### config.mk
export PLATFORM = sky130hd
export DESIGN_NAME = cordic_sweep_ctrl
export DESIGN_NICKNAME = d
export VERILOG_FILES = /design/src/rtl/cordic_sweep_ctrl.sv
export SDC_FILE = /design/constraint.sdc
export NUM_CORES = 1
export LEC_CHECK = 0
export ABC_AREA = 1
export CORE_MARGIN = 5
export CORE_UTILIZATION = 56
export DETAILED_ROUTE_END_ITERATION = 6
export GPL_TIMING_DRIVEN = 1
export PLACE_DENSITY = 0.88
export SLEW_MARGIN = 20
export SYNTH_ARGS = -nofsm -noshare
export SYNTH_HDL_FRONTEND = slang
export SYNTH_SLANG_ARGS = --single-unit
### constraint.sdc
create_clock -name clk -period 5 [get_ports clk]
set_input_delay 0.75 -clock clk [delete_from_list [all_inputs] [get_ports clk]]
set_output_delay 0.75 -clock clk [all_outputs]
set_load 0.005 [all_outputs]
### src/rtl/cordic_sweep_ctrl.sv
// rtl/cordic_sweep_ctrl.sv - degree sweep sequencer and byte packer around a CORDIC sin/cos stage
// Optional feature macro: SWEEP_CHECKSUM_EN appends an XOR checksum byte to every packet.
module cordic_sweep_ctrl #(
  parameter int TIMEOUT = 64,
  parameter int ANGLE_W = 16
) (
  input  logic               clk,
  input  logic               rst_n,
  input  logic               en,
  input  logic [8:0]         step,
  output logic               cordic_start,
  output logic [ANGLE_W-1:0] cordic_angle,
  input  logic [15:0]        cordic_sine,
  input  logic [15:0]        cordic_cosine,
  input  logic               cordic_done,
  output logic [7:0]         out_data,
  output logic               out_valid,
  input  logic               out_ready,
  output logic               busy,
  output logic               timeout_err
);

  localparam int TIMER_W = $clog2(TIMEOUT) + 1;
`ifdef SWEEP_CHECKSUM_EN
  localparam logic [2:0] LAST_IDX = 3'd4;
`else
  localparam logic [2:0] LAST_IDX = 3'd3;
`endif

  typedef enum logic [2:0] {
    IDLE      = 3'd0,
    LAUNCH    = 3'd1,
    WAIT_LOW  = 3'd2,
    WAIT_HIGH = 3'd3,
    SEND      = 3'd4,
    ADVANCE   = 3'd5
  } state_t;

  state_t             state_q, state_d;
  logic [8:0]         angle_q, angle_d;
  logic [TIMER_W-1:0] timer_q, timer_d;
  logic [2:0]         idx_q, idx_d;
  logic [15:0]        sine_q, sine_d;
  logic [15:0]        cos_q, cos_d;
  logic               timeout_err_q, timeout_err_d;

  logic [TIMER_W-1:0] timer_inc;
  logic               timer_expire;
  logic [9:0]         step_eff;
  logic [9:0]         angle_sum;
  logic [9:0]         angle_wrap;
  logic [7:0]         byte_sel;

  // The timer has reached its last allowed value when the incremented count hits TIMEOUT-1.
  assign timer_inc    = timer_q + 1'b1;
  assign timer_expire = (timer_inc == TIMER_W'(TIMEOUT - 1));

  // Steps of a full turn or more clamp to 359 so one subtraction of 360 always wraps.
  assign step_eff   = (step >= 9'd360) ? 10'd359 : {1'b0, step};
  assign angle_sum  = {1'b0, angle_q} + step_eff;
  assign angle_wrap = (angle_sum >= 10'd360) ? (angle_sum - 10'd360) : angle_sum;

  assign cordic_angle = {{(ANGLE_W-9){1'b0}}, angle_q};
  assign busy         = (state_q != IDLE);
  assign timeout_err  = timeout_err_q;

  // Pick the packet byte for the current index: sine MSB first, then cosine.
  always_comb begin
    byte_sel = 8'd0;
    case (idx_q)
      3'd0:    byte_sel = sine_q[15:8];
      3'd1:    byte_sel = sine_q[7:0];
      3'd2:    byte_sel = cos_q[15:8];
      3'd3:    byte_sel = cos_q[7:0];
`ifdef SWEEP_CHECKSUM_EN
      default: byte_sel = sine_q[15:8] ^ sine_q[7:0] ^ cos_q[15:8] ^ cos_q[7:0];
`else
      default: byte_sel = 8'd0;
`endif
    endcase
  end

  // Next-state and output logic for launch, done handshake, packet send and angle advance.
  always_comb begin
    state_d       = state_q;
    angle_d       = angle_q;
    timer_d       = timer_q;
    idx_d         = idx_q;
    sine_d        = sine_q;
    cos_d         = cos_q;
    timeout_err_d = timeout_err_q;
    cordic_start  = 1'b0;
    out_valid     = 1'b0;
    out_data      = 8'd0;
    case (state_q)
      IDLE: begin
        if (en) state_d = LAUNCH;
      end
      LAUNCH: begin
        cordic_start = 1'b1;
        timer_d      = '0;
        state_d      = WAIT_LOW;
      end
      WAIT_LOW: begin
        timer_d = timer_inc;
        if (timer_expire) begin
          timeout_err_d = 1'b1;
          state_d       = ADVANCE;
        end else if (!cordic_done) begin
          state_d = WAIT_HIGH;
        end
      end
      WAIT_HIGH: begin
        timer_d = timer_inc;
        if (cordic_done) begin
          sine_d  = cordic_sine;
          cos_d   = cordic_cosine;
          idx_d   = 3'd0;
          state_d = SEND;
        end else if (timer_expire) begin
          timeout_err_d = 1'b1;
          state_d       = ADVANCE;
        end
      end
      SEND: begin
        out_valid = 1'b1;
        out_data  = byte_sel;
        if (out_ready) begin
          if (idx_q == LAST_IDX) begin
            idx_d   = 3'd0;
            state_d = ADVANCE;
          end else begin
            idx_d = idx_q + 3'd1;
          end
        end
      end
      ADVANCE: begin
        angle_d = angle_wrap[8:0];
        state_d = en ? LAUNCH : IDLE;
      end
      default: state_d = IDLE;
    endcase
  end

  // State and datapath registers; reset drops any packet in flight.
  always_ff @(posedge clk or negedge rst_n) begin
    if (!rst_n) begin
      state_q       <= IDLE;
      angle_q       <= 9'd0;
      timer_q       <= '0;
      idx_q         <= 3'd0;
      sine_q        <= 16'd0;
      cos_q         <= 16'd0;
      timeout_err_q <= 1'b0;
    end else begin
      state_q       <= state_d;
      angle_q       <= angle_d;
      timer_q       <= timer_d;
      idx_q         <= idx_d;
      sine_q        <= sine_d;
      cos_q         <= cos_d;
      timeout_err_q <= timeout_err_d;
    end
  end

endmodule

# Word level (Yosys, flattened, before mapping)
# Index checks and enable logic that the tools add are counted.
[word_totals]
ff_bits = 55
inputBits = 46
out_inout_bits = 28
elab_cells = 63
[op_classes]
add_sub_neg = 4
n_lt_le_gt_ge = 2
n_eq_ne = 16
n_mux = 23
reduce_logical = 11
[ops]
columns = ["op", "count"]
rows = [
  ["$pmux 8 s4", 1],
  ["$mux 3", 10],
  ["$mux 9", 2],
  ["$pmux 3 s6", 1],
  ["$pmux 7 s2", 1],
  ["$eq 3x2->1 const B", 4],
  ["$add 9x9->10", 1],
  ["$ge 10x9->1 const B", 1],
  ["$ne 2x2->1 const B", 5],
  ["$ge 9x9->1 const B", 1],
  ["$sub 9x9->9 const B", 1],
  ["$mux 8", 1],
  ["$add 7x1->7 const B", 1],
  ["$eq 7x6->1 const B", 1],
  ["$eq 3x1->1 const B", 2],
  ["$eq 3x3->1 const B", 2],
  ["$logic_not 3->1", 2],
  ["$ne 3x3->1 const B", 2],
  ["$pmux 3 s2", 1],
  ["$reduce_bool 2->1", 3],
  ["$mux 1", 5],
  ["$reduce_and 5->1", 1],
  ["$reduce_and 2->1", 2],
  ["$add 3x1->3 const B", 1],
  ["4 further kinds", 4],
]

# Logic depth before layout (Yosys ltp)
[depth]
depth_word = 5
ltp_mapped = 21
ltp_nobuf = 21

# Worst setup path before layout
# Ideal clock, no wire load.
[synth_path]
kind = "in2reg"
startpoint = "input port step[3]"
endpoint = "register angle_q[7]"
setup_ns = 0.117
arrival_ns = 3.072
required_time_ns = 4.883
path_slack_ns = 1.811
path_stages = 20
n_path_buf = 0
cell_sequence = "o211ai_1 a21boi_0 or2_2 ha_1 inv_1 fa_1 inv_1 nand2_1 nand2_1 nand3b_1 nand2_1 inv_1 ha_1 nand3b_1 nor2_1 nand2_1 nand2_1 nand2_1 nand3_1 nand2_1"
[synth_between]
elab_chain_cells = 5
word_cells_on_any_way = 6
classes_between = "add/sub (2); order compare (2); mux (2)"
[synth_rtl]
columns = ["item", "line_no", "rtl"]
rows = [
  ["start, declared", "10", "input logic [8:0] step,"],
  ["$ge 9x9->1", "59", "assign step_eff = (step >= 9'd360) ? 10'd359 : {1'b0, step};"],
  ["$mux 9 *", "59", ""],
  ["$add 9x9->10 *", "60", "assign angle_sum = {1'b0, angle_q} + step_eff;"],
  ["$sub 9x9->9 or $ge 10x9->1 (tied branches)", "61", "assign angle_wrap = (angle_sum >= 10'd360) ? (angle_sum - 10'd360) : angle_sum;"],
  ["$mux 9 *", "61", ""],
  ["end signal, assigned", "157", "angle_q <= angle_d;"],
  ["end, declared", "40", "logic [8:0] angle_q, angle_d;"],
]
# Mark *: on every way between the ends. The rest lies on a longest branch, timed or not.
# A chain may end at the register's enable or synchronous reset.

# Worst setup path after layout
# Same ends and word-level chain as after synthesis.

==> impl_metrics.ini <==
[power]
seq_power_share = 0.318
p_leak_nw = 2.15
power_density_nw_per_um2 = 560
switching_share = 0.467
p_switching_w = 0.00112
p_int_w = 0.00128
vdd_drop_max_mv = 0.309
p_clk_frac = 0.101
p_comb_frac = 0.581

[clocking]
clkTransAtPathRegs_ns = 0.09
cts.sinks = 55
clockBufferDepth = 2
post_cts_buffers = 0
cts_tree = built
cts-htree-levels = 2
cts_root_buf = clkbuf_8
clk_latency_ns = 0.31
hold_buffers = 0
cts_resized = 0
cts_made_buffers = 5

[sta]
worstMarginPinSlew_ns = 0.699
tns_ns = 0
relSlewSlack = 0.533
rsz0062_at_grt = no
finalCritPeriodShare = 0.748
min_period_ns = 3.74
final_hold_viol_count = 0
fin_worst_skew_ns = 0.0140
setup_viol = 0
worst_slack_ns = 1.26
maxSlewViolCount = 0
max_freq_ghz = 0.267

[min_path]
hold_start = sine_q[7]
min_path_type = reg -> reg

[detailed_routing]
routed_wl_um = 8080
drt_iter0_drc = 257
drtAntennaViolNets = 0
num_vias = 3246
wl_per_cell_um = 13.0
viasPerCell = 5.20
drc = 0
drt_pass1_iterations = 4

[floorplanning]
die_area_um2 = 7960
die_h_um = 89.2
dieWidth_um = 89.2
placementRows = 28
core_um2 = 6030
io_pins = 74
initial_core_util = 0.583

[final_layout]
drive_gt1_frac = 0.0783
nets = 612
utilization = 0.710
multi_input_area_um2 = 1860
antennaDiodeCount = 0
n_fill_cell = 532
synthToLayoutAreaGrowth_pct = 21.7
regArea_um2 = 1380

[worst_setup_path]
worstPathMaxFanout = 7
crit_start = step[3]
cp.required_ns = 5.24
path_class = in -> reg
crit_arrival_ns = 3.98
r2r_start = angle_q[0]
cp-end-kind = flip-flop
critPathLaunchType = primary input

[yosys]
async_flop_share = 1.00
synth_seq_cells = 55
synth_cells = 484
synth.cell_area_um2 = 3520
synth_cell_types = 39
yosys_warnings = 0
yosysSeqAreaShare = 0.391
avgSynthCellArea_um2 = 7.26
synth_edf_count = 0
synth-main-ff-cell = dfrtp_1

[placed_design]
place.port_buffers = 66
gp_congestion = 0.857
place_ws_ns = 0.946
place_hpwl_um = 6350

[global_route]
grt_pass1_wl_um = 14200
grt_use_total = 0.223
grt_pass1_vias = 3340
antenna_found_initial = 0
grt_max_degree = 56
grt_overflow = 0

[run_status]
status = finished clean

[flow_run]
timing.max_cap.violations = 0
==> power by group through the flow <==
stage / Combinational, W / Clock, W / Sequential [W]
after floorplan: 0.00101 / 0 / 0.000737
after global placement: 0.00131 / 0 / 0.000762
after detailed placement: 0.00138 / 0 / 0.000767
after CTS: 0.00139 / 0.000245 / 0.000760
after global routing: 0.00159 / 0.000269 / 0.000786
final: 0.00139 / 0.000242 / 0.000763
==> critical path: stages <==
cell	delay (ns)
clkdlybuf4s50_1	0.47
o211ai_1	0.10
a21boi_0	0.46
or2_2	0.21
ha_1	0.18
inv_1	0.07
fa_1	0.42
inv_1	0.07
nand2_1	0.04
nand2_1	0.13
nand3b_1	0.10
nand2_1	0.09
inv_1	0.06
ha_1	0.19
nand3b_1	0.20
o21ai_0	0.17
nand2_1	0.07
nand2_1	0.06
nand3_1	0.06
nand2_1	0.07
==> area by class of cell <==
cell class	instances	share of cell area
Multi-Input combinational cell	365	0.434
Clock inverter	2	0.00292
Clock buffer	6	0.0170
Tap cell	75	0.0219
Sequential cell	55	0.322
Timing Repair Buffer	67	0.155
Inverter	54	0.0474
==> worst paths after layout <==
kind | to | slack (ns) | depth (start not counted)
min in group asynchronous | sine_q[5] | 0.55 | 2
hold reg to reg | sine_q[7] | 0.48 | 2
setup reg to reg | angle_q[7] | 2.52 | 16
max in group asynchronous | angle_q[8] | 3.98 | 2
hold / removal | sine_q[7] | 0.48 | 2
setup / recovery | angle_q[7] | 1.26 | 20
==> flip-flops by register name (all words and copies together), names as in the netlist <==
signal and count:
timer_q 7, angle_q 9, state_q 3, cos_q 16
sine_q 16, idx_q 3, timeout_err 1
==> cells in the final DEF, fill, tap and decap left out, drive strengths merged, types with 2 or more instances in the layout <==
cell type / synthesis / final
a21oi: 6 / 6
a41oi: 8 / 8
buf: 14 / 2
clkbuf: 2 / 6
clkdlybuf4s50: 0 / 65
clkinv: 1 / 2
conb: 1 / 7
dfrtp: 55 / 55
ha: 17 / 17
inv: 53 / 53
nand2: 220 / 220
nand3: 37 / 37
nand3b: 4 / 4
nor2: 29 / 29
nor3: 5 / 5
o21ai: 11 / 11
o22ai: 2 / 2
or2: 6 / 6
xor2: 6 / 6
==> cells by family after synthesis <==
family                   after synthesis  synth area share
AO/OA/AOI/OAI                         32            0.0637
AND/OR/NAND/NOR                      301             0.374
buffers and inverters                 70            0.0865
flip-flops                            55             0.391
adder cells (fa/ha/maj)               18            0.0662
XOR/XNOR                               7            0.0174
other                                  1           0.00107
==> synthesized netlist by cell type, types with 2 or more instances <==
cell      number  share of area
dfrtp_1       55           0.39
buf_2          3         0.0043
nor2_2         2         0.0036
nand2_2        6          0.011
nand2_1      213           0.23
o21ai_0       11          0.016
ha_1          17          0.060
xor2_1         6          0.015
nor3_1         3         0.0043
nand3b_1       4         0.0085
buf_4         10          0.021
o22ai_1        2         0.0036
nor2_4         5          0.016
a21oi_1        3         0.0043
inv_1         46          0.049
a21oi_2        2         0.0050
or2_2          5         0.0089
a41oi_1        8          0.020
nand3_1       35          0.050
inv_2          7         0.0075
clkbuf_1       2         0.0021
nor2_1        22          0.023
==> per-stage QoR <==
step / hold WS, ns / area (µm²) / instances / total power [W]
finish: 0.477 / 4280 / 624 / 0.00240
detailed placement: 0.459 / 4190 / 616 / 0.00215
CTS: 0.482 / 4280 / 624 / 0.00240
floorplan: 0.442 / 3540 / 490 / 0.00175
global route: 0.496 / 4280 / 624 / 0.00264
global placement: 0.455 / 4190 / 616 / 0.00207
==> layer usage <==
layer  global-route usage  part of all wire  vias to the layer above
met4               0.0690            0.0094                        0
met5                    0                 0                        -
met1                0.276              0.43                     1505
met3               0.0452             0.068                        6
met2                0.392              0.49                      109
li1                     -                 -                     1626
Note: power is estimated with default switching activity, not from simulation.
